==> config.mk <==
export PLATFORM = sky130hd
export DESIGN_NAME = bpsk_modem
export DESIGN_NICKNAME = d
export VERILOG_FILES = /design/src/rtl/bpsk_modem.sv
export SDC_FILE = /design/constraint.sdc
export NUM_CORES = 1
export LEC_CHECK = 0
export ABC_AREA = 1
export BUFFER_PORTS_ARGS = -buffer_cell sky130_fd_sc_hd__buf_2
export CORE_ASPECT_RATIO = 0.5
export CORE_MARGIN = 10
export CORE_UTILIZATION = 55
export DETAILED_ROUTE_END_ITERATION = 10
export PLACE_DENSITY_LB_ADDON = 0.05
export SLEW_MARGIN = 25
export SYNTH_ARGS = -nofsm -noshare
export SYNTH_HDL_FRONTEND = slang
export SYNTH_SLANG_ARGS = --single-unit
==> constraint.sdc <==
create_clock -name clk -period 11.7 [get_ports clk]
set_input_delay 1.17 -clock clk [delete_from_list [all_inputs] [get_ports clk]]
set_output_delay 1.17 -clock clk [all_outputs]
set_load 0.005 [all_outputs]
==> src/rtl/bpsk_modem.sv <==
// BPSK modem: one carrier cycle per symbol. The transmit side writes a sine carrier, with its phase
// set by the current bit, to the DAC. The receive side correlates ADC samples against the same sine
// table, sums one symbol (integrate-and-dump) and slices the sum to a bit.
module bpsk_modem #(
  parameter int unsigned ADC_BITS = 12,
  parameter int unsigned SYM_LEN  = 16,
  parameter int unsigned RX_DELAY = 2
) (
  input  logic                clk,
  input  logic                rst,
  input  logic [ADC_BITS-1:0] adc_in,
  input  logic                bit_data_in,
  input  logic                bit_data_in_en,
  output logic                bit_data_out,
  output logic [ADC_BITS-1:0] dac_out
);

  localparam int unsigned PW     = $clog2(SYM_LEN);
  localparam int unsigned PROD_W = 2 * ADC_BITS + 1;
  localparam int unsigned ACC_W  = PROD_W + PW;
  localparam int          AMP    = (2 ** (ADC_BITS - 1)) - 1;

  localparam logic [ADC_BITS-1:0] MID    = {1'b1, {(ADC_BITS - 1){1'b0}}};
  localparam logic [PW-1:0]       P_LAST = PW'(SYM_LEN - 1);
  localparam logic [PW-1:0]       RX_OFF = PW'(RX_DELAY % SYM_LEN);

  // pi in Q30 fixed point, for the constant sine-table generator
  localparam longint PI_Q30 = 64'sd3373259426;

  // round(AMP * sin(2*pi*k/SYM_LEN)). Fold to the first quadrant, then evaluate a Taylor series
  // to x^15 in Q30. The truncation error stays far below half an output LSB.
  function automatic logic signed [ADC_BITS-1:0] lut_val(input int unsigned k);
    longint      x;
    longint      x2;
    longint      term;
    longint      sum;
    longint      v;
    int unsigned kk;
    logic        neg;
    kk  = k % SYM_LEN;
    neg = (kk >= SYM_LEN / 2);
    if (neg) kk = kk - SYM_LEN / 2;
    if (kk > SYM_LEN / 4) kk = SYM_LEN / 2 - kk;
    x    = (PI_Q30 * 64'sd2 * longint'(kk)) / longint'(SYM_LEN);
    x2   = (x * x) >>> 30;
    term = x;
    sum  = x;
    for (int n = 1; n <= 7; n++) begin
      term = -((term * x2) >>> 30) / longint'((2 * n) * (2 * n + 1));
      sum  = sum + term;
    end
    v = (sum * longint'(AMP) + (longint'(1) <<< 29)) >>> 30;
    if (neg) v = -v;
    return ADC_BITS'(v);
  endfunction

  // Sine table shared by the modulator and the correlator
  logic signed [ADC_BITS-1:0] lut [SYM_LEN];

  for (genvar g = 0; g < int'(SYM_LEN); g++) begin : g_lut
    assign lut[g] = lut_val(g);
  end

  logic [PW-1:0]              p;
  logic                       tx_bit;
  logic [ADC_BITS-1:0]        adc_q;
  logic signed [ACC_W-1:0]    acc;

  logic signed [ADC_BITS-1:0] lut_tx;
  logic signed [ADC_BITS-1:0] tx_val;
  logic [ADC_BITS-1:0]        dac_d;

  logic [PW-1:0]              rx_idx;
  logic signed [ADC_BITS-1:0] lut_rx;
  logic signed [ADC_BITS:0]   x;
  logic signed [PROD_W-1:0]   prod;
  logic signed [ACC_W-1:0]    acc_sum;

  // Phase counter, plus the tx bit latch that loads only at the symbol boundary (p wraps to 0)
  always_ff @(posedge clk) begin
    if (rst) begin
      p      <= '0;
      tx_bit <= 1'b0;
    end else begin
      p <= p + PW'(1);
      if (p == P_LAST && bit_data_in_en) begin
        tx_bit <= bit_data_in;
      end
    end
  end

  // Modulator: bit 1 sends the table as is, bit 0 sends it inverted. The symmetric table keeps
  // MID +/- LUT inside [1, 2*MID-1].
  always_comb begin
    lut_tx = lut[p];
    tx_val = tx_bit ? lut_tx : -lut_tx;
    dac_d  = MID + $unsigned(tx_val);
  end

  // Registered DAC output, one clock behind the phase counter
  always_ff @(posedge clk) begin
    if (rst) begin
      dac_out <= MID;
    end else begin
      dac_out <= dac_d;
    end
  end

  // Correlator: the local replica phase lags p by the tx->adc_q pipeline depth, so in loopback
  // rx_idx 0 meets tx sample 0
  always_comb begin
    rx_idx  = p - RX_OFF;
    lut_rx  = lut[rx_idx];
    x       = $signed({1'b0, adc_q}) - $signed({1'b0, MID});
    prod    = PROD_W'(x) * PROD_W'(lut_rx);
    acc_sum = acc + ACC_W'(prod);
  end

  // Input register, plus integrate-and-dump. A zero sum slices to 0.
  always_ff @(posedge clk) begin
    if (rst) begin
      adc_q        <= MID;
      acc          <= '0;
      bit_data_out <= 1'b0;
    end else begin
      adc_q <= adc_in;
      if (rx_idx != P_LAST) begin
        acc <= acc_sum;
      end else begin
        bit_data_out <= (acc_sum > $signed(ACC_W'(0)));
        acc          <= '0;
      end
    end
  end

endmodule

# Word level (Yosys, flattened, before mapping)
# Memories as Yosys holds them, arrays and structs flattened.
# Cells that the tools add are included.
# Widths: inputs -> output; s select.
[word_totals]
register_bits = 59
romBits = 384
inputBits = 16
output_inout_bits = 13
elab_cells = 30
memories = 2
[op_classes]
n_addsub = 6
multipliers = 1
n_lt_le_gt_ge = 3
eq_ne = 2
mux = 5
bitwise = 3
n_reduce_logical = 2
[mem_list]
columns = ["name", "words", "width", "rd", "rd_clocked_by_memory_dff", "write_ports", "line", "source"]
rows = [
  ["(no name shown)", 16, 12, 1, 0, 0, "113", "lut_rx = lut[rx_idx];"],
  ["(no name shown)", 16, 12, 1, 0, 0, "95", "lut_tx = lut[p];"],
]
[ops]
columns = ["operator", "n"]
rows = [
  ["$mux 12", 5],
  ["$add 29x25->29", 1],
  ["$gt 29x1->1 const B", 1],
  ["$mul 13x12->25", 1],
  ["$sub 12x12->13 const B", 1],
  ["$add 12x12->12 const A", 1],
  ["$neg 12->12", 1],
  ["$ge 5x5->1 const B", 2],
  ["$not 4->5", 2],
  ["$add 4x1->4 const B", 1],
  ["$eq 4x4->1 const B", 1],
  ["$ne 4x4->1 const B", 1],
  ["$sub 4x2->4 const B", 1],
  ["$reduce_or 2->1", 1],
  ["$logic_and 1x1->1", 1],
  ["$not 1->1", 1],
]

# Logic depth before layout (Yosys ltp)
# Gate-level depths: netlist of the first run.
[depth]
word_depth = 8
mapped_depth = 37
mapped_depth_nobuf = 36

# Worst setup path after synthesis of the first run
# Ideal clock, no wire load.
[synth_timing]
kind = "register to register"
from = "reg p[1]"
to = "reg bit_data_out"
setup_time_ps = 117
arrival_time_ps = 6623
required_time_ps = 11583
slack_ps = 4960
stages_incl_launch_ff = 31
path_buffers = 2
synth_period_minus_slack_ps = 6740
cell_sequence = "dfxtp_1 > inv_1 > ha_1 > clkbuf_1 > clkbuf_1 > o21ai_0 > nand2_1 > nand2_1 > inv_1 > nand2_1 > fa_1 > fa_1 > inv_1 > fa_1 > fa_1 > inv_1 > fa_1 > inv_1 > ha_1 > ha_1 > nand2_1 > nor2_1 > inv_1 > nor2_1 > nand4_1 > nand4_1 > nand2_1 > nor2_1 > nand4_1 > o21bai_1 > nand2_1"
[synth_between]
elab_chain_cells = 8
word_cells_on_any_way = 9
classes_between = "add/sub (2); mul (1); order compare (1); eq/ne (1); mux (2); bitwise (1); memory (1)"
[synth_rtl]
columns = ["element", "line", "source"]
rows = [
  ["start: declaration", "64", "logic [PW-1:0] p;"],
  ["start signal: assignment", "85", "p <= p + PW'(1);"],
  ["$sub 4x2->4 (*)", "112", "rx_idx = p - RX_OFF;"],
  ["$not 4->5 (not written as such)", "113", ""],
  ["$mem_v2 16x12", "-", ""],
  ["$mux 12 (not written as such) (2 in series)", "113", ""],
  ["$mul 13x12->25", "115", "prod = PROD_W'(x) * PROD_W'(lut_rx);"],
  ["$add 29x25->29", "116", "acc_sum = acc + ACC_W'(prod);"],
  ["$gt 29x1->1", "130", "bit_data_out <= (acc_sum > $signed(ACC_W'(0)));"],
  ["end signal: assignment", "130", ""],
  ["end: declaration", "14", "output logic bit_data_out,"],
]
# Mark *: on every way between the ends. The rest lies on a longest branch, timed or not. The select of a mux whose other input is x is not followed.
# A chain may end at the register's enable or synchronous reset.

# Worst setup path in the final report of the first run
[layout_timing]
from = "reg p[2]"
to = "reg bit_data_out"
# The elaborated chain is that of the path after synthesis.

==> metrics, run 1 <==
min Tclk post-route=~7.6 ns; Main synth FF type=dfxtp_1; relative slew slack=0.456; Final Max Tran Viols=0; final net count=between 1,500 and 2,000; First DRT Iteration DRCs=580; Final GP Congestion=just under 1; period utilisation layout=0.647; DR DRC count=0; vias in the first global route=7,802; max_cap viols=0; ranking of synthesized cells by area=fa_1 (37%), inv_1 (12%), dfxtp_1 (12%); Skew-Pair Late Insertion Delay=about 0.34 ns; Async SR Flop Fraction=0; HP Start=bit_data_out$_SDFFE_PP0P_; row count=34; port bufs=28; clk sink count=59; Die Ht=between 100 and 150 um; cts bufs inserted=9; synth cell count leaders=inv_1 (316), nand2_1 (232), fa_1 (183), nor2_1 (136), ha_1 (87); mean post-synth cell area=about 8.0 um^2; post-CTS resize count=0; post-CTS setup repair buffer count=0; first-pass GRT wire length=40,500 um; global route overflow=0; Fillers=around 1,600; vias per cell=5.16; Setup Skew=0.00806 ns; gr usage total=0.215; CP endpoint kind=register; antenna-violating nets left=0; Worst Path Arrival=roughly 7.8 ns; Routed WL per cell=about 17 um; most frequent cell after synthesis=inv_1; actual slew at the worst max-slew pin=approximately 0.8 ns; initial core utilization=0.563; Yosys top cell area share=0.374; CTS H-Tree Depth=3; Ports=29; # hold bufs at CTS=0; post-synth cell types=42; area of the core=approximately 17,000 um^2; DRT Wirelength=~25,000 um; largest net degree at the start of global routing=30; Worst Setup SP=p[2]$_SDFF_PP0_; fmax=132 MHz; hpwl dp=around 22,000 um; flops & latches, synth=about 60; Post-synth EDFFs=0; Setup CP Type=register to register; top sig layer=met4; Cells after Synth=~1,200; Area growth, synth to finish=6.48%; critical path startpoint category=register; register area share after synthesis=0.121; Final Hold Viols=0; die area=23,900 um^2; cell taking the most area after synthesis=fa_1; critical path peak fanout=17; # setup viols final=0; share of layout cells above drive strength 1=0.0590; Yosys warning total=0; CTS tree=built; Chip Width=209 um; Vias=approximately 7,700; Req. time, crit path=~12 ns; RR Startpoint=p[2]$_SDFF_PP0_; RSZ-0062 raised after global routing=false; status=finished, final reports clean; Fin Setup TNS=0 ns; post-synth net total=around 1,500; met2 wire length=around 11,000 um; DR WL met3=2370 um; M1 WL=approximately 11,000 um; root buffer cell=clkbuf_16; TritonRoute pass-1 iters=6; antenna violations before repair=1; Post-Syn Area=roughly 10000 um^2; CP dominant cell by count=nand2_1; HP Class=register to register; critical path's slowest cell=ha_1; maximum clock insertion buffer count=2; crit-path max cell delay=just over 0.6 ns; CTS clk-pin slew, worst paths=~0.06 ns
==> logic make-up (layout without fill, tap and decap cells) <==
family / Yosys count / in the layout / share of synthesized area
xor gates and xnor gates: 13 / 13 / 0.0136
buffers and inverters: 349 / 374 / 0.138
DFF: 59 / 59 / 0.121
other: 0 / 1 / 0
adders and majority gates: 270 / 270 / 0.485
AOI/OAI and AO/OA: 98 / 98 / 0.0570
and+or+nand+nor: 440 / 440 / 0.186
==> final timing paths <==
path	endpoint	slack [ns]	depth (start not counted)
setup reg to reg	bit_data_out$_SDFFE_PP0P_	4.13	32
setup / recovery	bit_data_out$_SDFFE_PP0P_	4.13	32
hold / removal	bit_data_out$_SDFFE_PP0P_	0.48	2
hold reg to reg	bit_data_out$_SDFFE_PP0P_	0.48	2
==> state kept, by name, indices dropped and copies added (netlist names) <==
signal,flops
p,4
dac_out,12
acc,29
adc_q,12
tx_bit,1
bit_data_out,1
==> placed cells by master, fill, tap and decap left out, drive strengths merged, types with 28 or more instances in the layout <==
| cell type | synthesis | routed |
|---|---|---|
| a21oi | 46 | 46 |
| buf | 10 | 28 |
| dfxtp | 59 | 59 |
| fa | 183 | 183 |
| ha | 87 | 87 |
| inv | 325 | 326 |
| nand2 | 233 | 233 |
| nand3 | 29 | 29 |
| nor2 | 143 | 143 |
| o21ai | 40 | 40 |
==> critical path, delay by kind of cell (launching register included) <==
kind                     cells  cell delay (ns)
AO/OA/AOI/OAI                2             0.48
flip-flops                   1             0.61
buffers and inverters        8             1.02
AND/OR/NAND/NOR             14             1.35
adder cells (fa/ha/maj)      8             3.95
==> layer usage <==
metal,track usage,vias up
met5,0,-
met4,0.0429,0
met3,0.0749,24
met2,0.329,283
met1,0.292,3698
li1,-,3675
==> stage by stage <==
stage	hold slack (ns)	area [um^2]	utilization	std cells	setup slack [ns]
after floorplan	0.446	9790	-	1229	4.96
after global placement	0.463	10100	0.581	1472	4.23
after detailed placement	0.463	10100	0.581	1472	4.10
after CTS	0.476	10400	0.599	1488	4.07
after global routing	0.496	10400	0.599	1488	3.62
final	0.481	10400	0.599	1489	4.13
==> final cells by class <==
type	instances	area [um^2]	area share
diodes	1	2.50	0.000240
clock buffers	9	225	0.0216
clock inverters	7	76.3	0.00732
inverters	330	1240	0.119
multi-input cells	821	7260	0.697
flip-flops and latches	59	1180	0.113
well taps	234	293	0.0281
repair buffers	28	140	0.0134
Power of run 1 is not shown: default switching activity piles up to over one toggle a cycle in this logic, so the estimate is an artifact.
==> run 2: changes to the inputs <==
Clock period 11.7 ns to 6.2 ns, I/O delays scaled along.
==> run 2 against run 1 <==
  * The run now ends with setup timing left
  * Via count grew 11%
  * Hold slack worse by 0.023 ns
  * Sequential share of layout area decreased by 2.0 points
  * Global-route usage is 1.2 points higher
  * Clock-buffer cell count is 1 higher
==> metrics, run 2 (synthesis gave the netlist of run 1 again) <==
status=finished, violations left; failing checks=setup timing; Post-DP Area=11,300 um^2 (+12%); port bufs=28 (unchanged); Reg2Reg Depth=31 (-3.1%); max_cap viols=0 (unchanged); actual slew at the worst max-slew pin=0.850 ns (+0.0417 ns); final core utilization=0.733 (+0.134); # hold bufs at CTS=0 (unchanged); gr usage total=0.228 (+0.0121); Chip Width=209 um (unchanged); DR DRC count=0 (unchanged); Ports=29 (unchanged); Largest regs=acc x29, adc_q x12, dac_out x12; First DRT Iteration DRCs=531 (-8.4%); final net count=1,722 (+12%); HP Class=register to register; dpl cells=1,633 (+11%); # setup viols final=1 (+1); clk sink count=59 (unchanged); Skew-Pair Late Insertion Delay=0.34 ns (about the same); min Tclk post-route=6.22 ns (-1.35 ns); period utilisation layout=1.00 (+0.356); relative slew slack=0.428 (-0.0280); TritonRoute pass-1 iters=6 (unchanged); vias per cell=5.08 (-1.4%); Area growth, synth to finish=30.4%; cts bufs inserted=9 (unchanged); share of layout cells above drive strength 1=0.297 (+0.238); Largest register FFs=29 (unchanged); largest net degree at the start of global routing=30 (unchanged); hold_ws=0.458 ns (-0.0229 ns); Vias=8,510 (+11%); die area=23,900 um^2 (unchanged); most flop-heavy register=acc; register area=1190 um^2 (+0.53%); first-pass GRT wire length=43,400 um (+7.1%); Die Ht=114 um (unchanged); PnR worst setup slack=-0.0163 ns (-4.15 ns); critical path peak fanout=6 (-11); Setup Skew=0.00771 ns (-0.000350 ns); antenna violations before repair=0 (-1); maximum clock insertion buffer count=2 (unchanged); row count=34 (unchanged); initial core utilization=0.563 (unchanged); RSZ-0062 raised after global routing=true; Worst Path Arrival=6.45 ns (-1.35 ns); global route overflow=0 (unchanged); Final GP Congestion=0.944 (-3.9%); footprint of the multi-input gates=8120 um^2 (+12%); crit-path max cell delay=0.59 ns (-0.03 ns); Final Hold Viols=0 (unchanged); Setup CP Type=register to register; Non-Filler Instances=1,674 (+12%); CTS tree=built; final instance area=12,800 um^2 (+22%); CTS clk-pin slew, worst paths=0.06 ns (about the same); most frequent cells in the layout=inv_1 (300), nand2_1 (205), buf_4 (179); critical path's slowest cell=fa_1; Fillers=1,364 (-15%); area of the core=17,400 um^2 (unchanged); Req. time, crit path=6.44 ns (-5.49 ns); commonest non-fill, non-tap cell in the layout=inv_1; root buffer cell=clkbuf_16; vias in the first global route=8,719 (+12%); DRT Wirelength=26,900 um (+7.8%); CP dominant cell by count=fa_1; diode count=0 (-1); antenna-violating nets left=0 (unchanged); hpwl dp=22,300 um (+2.1%); critical path startpoint category=register; CP endpoint kind=register; hold-critical path depth=2 (unchanged); Final Max Tran Viols=0 (unchanged); Routed WL per cell=16.1 um (-4.1%); CTS H-Tree Depth=3 (unchanged); fmax=161 MHz (+22%)
==> run 2: per-stage QoR <==
step,setup WS [ns],TNS (ns)
after floorplan,0.00548,0
after global placement,-0.365,-1.14
after detailed placement,-0.394,-1.45
after CTS,0.00387,0
after global routing,-0.287,-0.802
final,-0.0163,-0.0163
==> run 2: final timing paths <==
| kind | slack [ns] | from | endpoint |
|---|---|---|---|
| min | 0.46 | bit_data_out$_SDFFE_PP0P_ | bit_data_out$_SDFFE_PP0P_ |
| max reg2reg | -0.02 | p[1]$_SDFF_PP0_ | bit_data_out$_SDFFE_PP0P_ |
| max | -0.02 | p[1]$_SDFF_PP0_ | bit_data_out$_SDFFE_PP0P_ |
| min reg2reg | 0.46 | bit_data_out$_SDFFE_PP0P_ | bit_data_out$_SDFFE_PP0P_ |
==> run 2: critical path: cells and delay by family (launching register included) <==
kind / cells / cell delay (ns)
AND/OR/NAND/NOR: 10 / 0.98
adder cells (fa/ha/maj): 8 / 3.35
flip-flops: 1 / 0.33
XOR/XNOR: 1 / 0.16
buffers and inverters: 9 / 0.92
AO/OA/AOI/OAI: 3 / 0.37
==> run 2: timing repair <==
action	in CTS	in global routing
resized for setup	96	107
cloned	0	0
pin swaps	41	58
buffers inserted	16	10
setup endpoints to repair	14	15
==> run 2: area by class of cell <==
type                       instances  share of cell area
clock buffer                      10              0.0187
clock inverter                     5             0.00608
inverter                         330              0.0982
multi-input combinational        821               0.636
sequential                        59              0.0931
tap                              234              0.0229
timing repair buffer             215               0.125
==> run 2: metal layers <==
metal | vias up | GRT usage | share of wire
met5 | - | 0 | 0
met4 | 0 | 0.0457 | 0.016
met3 | 35 | 0.0572 | 0.078
met2 | 267 | 0.375 | 0.47
met1 | 4162 | 0.301 | 0.43
li1 | 4046 | - | -
Power of run 2 is left out for the same reason.
